[src/rtl/flow_tick_multi_gen.sv]
// -----------------------------------------------------------------------------
// flow_tick_multi_gen
//   Multi-channel programmable tick generator for rx-port flow control.
//   A shared millisecond prescaler drives CH_NUM independent channels. Each
//   channel raises a valid/ready-handshaked pulse every programmed number of ms
//   and counts (saturating) ticks lost while a previous pulse is unaccepted.
//
// Optional feature macro: FLOW_TICK_PHASE_EN
//   defined   : i_phase port present, first pulse (period-phase) ms after enable
//   undefined : no i_phase port, every channel loads 0 at enable
//
// Ports
//   i_tick_clk    clock
//   i_tick_rst_n  asynchronous reset, active low
//   i_ch_en       per-channel run enable (level)
//   i_period      per-channel period in ms, channel c = [c*PERIOD_W +: PERIOD_W]
//   i_phase       per-channel first-pulse phase in ms (FLOW_TICK_PHASE_EN only)
//   o_tick_valid  per-channel pulse pending, held until accepted
//   i_tick_ready  per-channel consumer accept
//   i_miss_clr    per-channel missed-counter clear (1-cycle pulse)
//   o_miss_cnt    per-channel missed ticks, channel c = [c*MISS_W +: MISS_W]
// -----------------------------------------------------------------------------
module flow_tick_multi_gen #(
    parameter int    CLOCK_PERIOD = 100_000_000,
    parameter string SIM_MODE     = "TRUE",
    parameter int    CH_NUM       = 4,
    parameter int    PERIOD_W     = 16,
    parameter int    MISS_W       = 8
) (
    input  logic                       i_tick_clk,
    input  logic                       i_tick_rst_n,
    input  logic [CH_NUM-1:0]          i_ch_en,
    input  logic [CH_NUM*PERIOD_W-1:0] i_period,
`ifdef FLOW_TICK_PHASE_EN
    input  logic [CH_NUM*PERIOD_W-1:0] i_phase,
`endif
    output logic [CH_NUM-1:0]          o_tick_valid,
    input  logic [CH_NUM-1:0]          i_tick_ready,
    input  logic [CH_NUM-1:0]          i_miss_clr,
    output logic [CH_NUM*MISS_W-1:0]   o_miss_cnt
);

    localparam int MS_CNT  = (SIM_MODE == "TRUE") ? 30 : (CLOCK_PERIOD / 1000);
    localparam int PRESC_W = (MS_CNT > 1) ? $clog2(MS_CNT) : 1;
    localparam logic [PRESC_W-1:0] PRESC_LAST = PRESC_W'(MS_CNT - 1);

    logic [CH_NUM-1:0]  chEn_q;
    logic [CH_NUM-1:0]  chRise;
    logic [CH_NUM-1:0]  chFall;
    logic [CH_NUM-1:0]  chStay;
    logic [PRESC_W-1:0] presc_q;
    logic [PRESC_W-1:0] presc_d;
    logic               msTick;

    assign chRise = i_ch_en & ~chEn_q;
    assign chFall = ~i_ch_en & chEn_q;
    assign chStay = i_ch_en & chEn_q;
    assign msTick = (presc_q == PRESC_LAST);

    // Shared ms prescaler. It idles at 0 while nothing runs, and restarts from
    // 0 when a channel comes up with no other channel staying enabled, so a
    // lone channel sees exactly period*MS_CNT clocks to its first pulse.
    // Channels joining a running group keep the existing ms grid untouched.
    always_comb begin
        presc_d = presc_q + 1'b1;
        if (chEn_q == '0) begin
            presc_d = '0;
        end else if ((chRise != '0) && (chStay == '0)) begin
            presc_d = '0;
        end else if (msTick) begin
            presc_d = '0;
        end
    end

    always_ff @(posedge i_tick_clk or negedge i_tick_rst_n) begin
        if (!i_tick_rst_n) begin
            chEn_q  <= '0;
            presc_q <= '0;
        end else begin
            chEn_q  <= i_ch_en;
            presc_q <= presc_d;
        end
    end

    for (genvar c = 0; c < CH_NUM; c++) begin : gCh
        logic [PERIOD_W-1:0] cnt_q;
        logic [PERIOD_W-1:0] cnt_d;
        logic [PERIOD_W-1:0] per_q;
        logic [PERIOD_W-1:0] per_d;
        logic [PERIOD_W-1:0] perIn;
        logic [PERIOD_W-1:0] perEff;
        logic [PERIOD_W-1:0] startCnt;
        logic [MISS_W-1:0]   miss_q;
        logic [MISS_W-1:0]   miss_d;
        logic                valid_q;
        logic                valid_d;
        logic                fire;
        logic                missInc;

        assign perIn  = i_period[c*PERIOD_W +: PERIOD_W];
        // A programmed period of 0 behaves as 1 ms.
        assign perEff = (per_q == '0) ? PERIOD_W'(1) : per_q;

`ifdef FLOW_TICK_PHASE_EN
        logic [PERIOD_W-1:0] perInEff;
        logic [PERIOD_W-1:0] phaseIn;

        assign perInEff = (perIn == '0) ? PERIOD_W'(1) : perIn;
        assign phaseIn  = i_phase[c*PERIOD_W +: PERIOD_W];
        // Phase is clamped so the first pulse still needs at least one ms tick.
        assign startCnt = (phaseIn > (perInEff - PERIOD_W'(1))) ?
                          (perInEff - PERIOD_W'(1)) : phaseIn;
`else
        assign startCnt = '0;
`endif

        assign fire    = chStay[c] & msTick & (cnt_q >= (perEff - PERIOD_W'(1)));
        assign missInc = fire & valid_q & ~i_tick_ready[c];

        // ms counter and period latch; the period is only re-sampled at wrap
        // so a mid-interval change never shortens or stretches the interval.
        always_comb begin
            cnt_d = cnt_q;
            per_d = per_q;
            if (chFall[c]) begin
                cnt_d = '0;
            end else if (chRise[c]) begin
                cnt_d = startCnt;
                per_d = perIn;
            end else if (chStay[c] && msTick) begin
                if (fire) begin
                    cnt_d = '0;
                    per_d = perIn;
                end else begin
                    cnt_d = cnt_q + 1'b1;
                end
            end
        end

        // Pulse handshake: a fire always leaves valid high (either a fresh
        // pulse or the old one still waiting); ready only clears otherwise.
        always_comb begin
            valid_d = valid_q;
            if (chFall[c]) begin
                valid_d = 1'b0;
            end else if (fire) begin
                valid_d = 1'b1;
            end else if (i_tick_ready[c]) begin
                valid_d = 1'b0;
            end
        end

        // Saturating missed-tick counter; clear beats a same-cycle increment.
        always_comb begin
            miss_d = miss_q;
            if (i_miss_clr[c]) begin
                miss_d = '0;
            end else if (missInc && (miss_q != '1)) begin
                miss_d = miss_q + 1'b1;
            end
        end

        always_ff @(posedge i_tick_clk or negedge i_tick_rst_n) begin
            if (!i_tick_rst_n) begin
                cnt_q   <= '0;
                per_q   <= PERIOD_W'(1);
                valid_q <= 1'b0;
                miss_q  <= '0;
            end else begin
                cnt_q   <= cnt_d;
                per_q   <= per_d;
                valid_q <= valid_d;
                miss_q  <= miss_d;
            end
        end

        assign o_tick_valid[c]               = valid_q;
        assign o_miss_cnt[c*MISS_W +: MISS_W] = miss_q;
    end

endmodule
[config.mk]
export PLATFORM = sky130hd
export DESIGN_NAME = flow_tick_multi_gen
export DESIGN_NICKNAME = d
export VERILOG_FILES = /design/src/rtl/flow_tick_multi_gen.sv
export SDC_FILE = /design/constraint.sdc
export NUM_CORES = 1
export LEC_CHECK = 0
export BUFFER_PORTS_ARGS = -buffer_cell sky130_fd_sc_hd__buf_2
export CORE_MARGIN = 2
export CORE_UTILIZATION = 54
export DETAILED_ROUTE_END_ITERATION = 16
export PLACE_DENSITY = 0.77
export RECOVER_POWER = 100
export SLEW_MARGIN = 15
export SYNTH_ARGS = -nofsm -noshare
export SYNTH_HDL_FRONTEND = slang
export SYNTH_SLANG_ARGS = --single-unit
[constraint.sdc]
create_clock -name i_tick_clk -period 4.3 [get_ports i_tick_clk]
set_clock_uncertainty 0.1 [all_clocks]
set_input_delay 0.215 -clock i_tick_clk [delete_from_list [all_inputs] [get_ports i_tick_clk]]
set_output_delay 0.215 -clock i_tick_clk [all_outputs]
set_load 0.005 [all_outputs]
==> impl_metrics.ini <==
[drt]
drt-total-wl_mm = 26.72
firstDrtPassIters = 4
routedWlPerCell_um = 16.52
drc_errors = 0
vias = 9126
drt_iter0_markers = 457
viasPerCell = 5.644
ant_nets = 0

[sta]
fin_ws_ns = -0.07459
setup_violations = 21
relSlewSlack_pct = -58.76
hold_violations = 0
drv_slew = 97
post-route-min-period_ns = 4.375
min_period_over_period_pct = 101.7
fmax_mhz = 228.6
rsz0062_at_grt = true
tns_ns = -1.103
worst_slew_pin_slew_ns = 2.381
whs_ns = 0.02445

[die]
dieArea_mm2 = 0.02085
rows = 51
start_util_pct = 54.86
die_h_um = 144.4
die_x_um = 144.4
core_mm2 = 0.01940
io_pins = 114

[grt]
antenna_found_initial = 2
grt_pass1_vias = 8499
grt_pass1_wl_mm = 40.51
grt_overflow = 0
grt_max_degree = 97
grtUsageTotal_pct = 24.08

[placed_design]
dp_hpwl_mm = 16.94
place_area_mm2 = 0.01181
finalWeightedCongestion = 0.8418
placedCellCount = 1478
pre_cts_ws_ns = -0.1294
portBuffers = 113

[pwr]
cellPowerDensity_mw_per_mm2 = 330.5
vdd_drop_max_uv = 299.4
p_leak_nw = 6.224
power_mw = 4.572

[yosys]
synth_seq_area_share_pct = 40.72
synth-edff-count = 0
yosys_register_bits = 173
synthArstFlopShare_pct = 100.0
yosysTopAreaCellShare_pct = 39.74
ys.flop_type = dfrtp_1
synth.cell_area_mm2 = 0.01064
synth_fp_nets = 1247
yosys_warnings = 0
synth_area_leaders = dfrtp_1 40%, ha_1 11%, mux2_2 6.2%
synthCells = 1079
synth_cell_types = 66
yosysTopAreaCell = dfrtp_1
syn_area_per_cell_um2 = 9.863

[layout]
layout_commonest_cell = dfrtp_1
nets = 1505
drive_gt1_share_pct = 25.78
stdcell_area_mm2 = 0.01383
layout_common_cells = 169 x dfrtp_1, 105 x nor2_1, 88 x ha_1
area_delta_synth_final_pct = 29.99
final-instance-count-excl-fill = 1617
fillers = 1415
utilization_pct = 71.32

[clock_network]
clkLatencyLatePin_ns = 0.42
cts_buffers = 17
cts.sink_count = 173
cts.clk_slew.worst_paths_ns = 0.07
htreeDepth = 4
clock_path_buffers = 2
cts_tree = yes
cts-root-buf = clkbuf_16

[critical_path]
worstPathRequired_ns = 4.55
cp.arrival_ns = 4.63
endpoint_kind = register
critPathKind = reg2reg
start_kind = register
cp_max_fo = 5

[min_path]
min_path_type = in2reg

[job]
maxCapViolCount = 1

[outcome]
violations = capacitance limit, slew limit, setup timing
outcome = complete, but fails checks
[path summary, 6_finish.rpt]
path | start | end | slack, ns | cells past startpoint
max | gCh[0].per_q[9] | gCh[0].miss_q[4] | -0.07 | 19
min | i_tick_ready[2] | gCh[2].valid_q | 0.02 | 3
max reg2reg | gCh[0].per_q[9] | gCh[0].miss_q[4] | -0.07 | 19
min reg2reg | presc_q[0] | presc_q[0] | 0.40 | 1
max in group asynchronous | i_tick_rst_n | gCh[3].per_q[6] | 1.12 | 3
min in group asynchronous | i_tick_rst_n | gCh[0].miss_q[1] | 0.94 | 2
[power by group]
| group | internal (mW) | switching, mW | leakage [nW] |
|---|---|---|---|
| combinational | 0.553 | 0.516 | 3.72 |
| clock | 0.811 | 0.670 | 0.263 |
| sequential | 1.80 | 0.219 | 2.24 |
| total | 3.17 | 1.40 | 6.22 |
[worst max-delay path, stage by stage, from the launching register on]
cell and delay [ns]:
dfrtp_1 0.38, or4_4 0.54, or3_4 0.36, nor4_2 0.19
nand2_1 0.14, nor2_1 0.14, nor2_1 0.07, ha_2 0.18
nand3b_1 0.19, buf_4 0.15, nor3_2 0.03, xnor2_1 0.12
ha_1 0.30, nand2_2 0.06, nor3_4 0.30, a31oi_4 0.15
a21o_4 0.28, buf_6 0.13, or3_4 0.35, a21oi_2 0.13
[flip-flops by register name (all words and copies together) (netlist names)]
name and flops:
gCh.cnt_q 64, gCh.per_q 64, gCh.miss_q 32, presc_q 5, chEn_q 4, gCh.valid_q 4
[cell usage after synthesis, types with 17 or more instances]
library cell,n
ha_1,90
mux2_2,59
a21oi_1,54
inv_1,30
nand2_1,76
xor2_1,45
and3_1,25
nor3_1,33
nor2_1,107
nand3_1,40
a22o_1,17
dfrtp_1,169
o21ai_0,50
xnor2_1,41
nand4_1,20
[metal layers]
| layer | routed length, µm | vias to the layer above | GRT usage, % |
|---|---|---|---|
| li1 | - | 4436 | - |
| met1 | 11590 | 4500 | 31.40 |
| met2 | 13920 | 164 | 41.91 |
| met3 | 841 | 26 | 4.371 |
| met4 | 367 | 0 | 5.468 |
| met5 | 0 | - | 0 |
[area by class of cell]
cell class	count	area [µm²]	area share, %
multi-input combinational	848	6533	47.22
sequential	173	4334	31.33
timing repair buffer	267	1957	14.14
clock buffer	19	432.9	3.129
tap	265	331.6	2.397
clock inverter	13	128.9	0.9315
inverter	30	112.6	0.8140
antenna	2	5.005	0.03618
[cell families (layout without fill, tap and decap cells)]
| kind of cell | after synthesis | after routing | share of synthesized area, % |
|---|---|---|---|
| flops | 173 | 173 | 40.72 |
| simple gates | 408 | 408 | 19.63 |
| mux | 77 | 77 | 8.112 |
| fa+ha+maj | 90 | 90 | 10.58 |
| buf+inv | 59 | 329 | 2.387 |
| xor+xnor | 86 | 86 | 7.077 |
| other cells | 0 | 2 | 0 |
| compound gates | 186 | 187 | 11.49 |
[what timing repair did]
item / 4_1_cts / 5_1_grt
endpoints found under the setup margin: 52 / 141
hold endpoints to repair: 184 / 0
pin swaps: 13 / 56
gates resized for setup: 18 / 103
setup buffers: 11 / 17
hold buffers: 74 / 0
gates cloned: 0 / 4
Note: power is estimated with default switching activity, not from simulation.
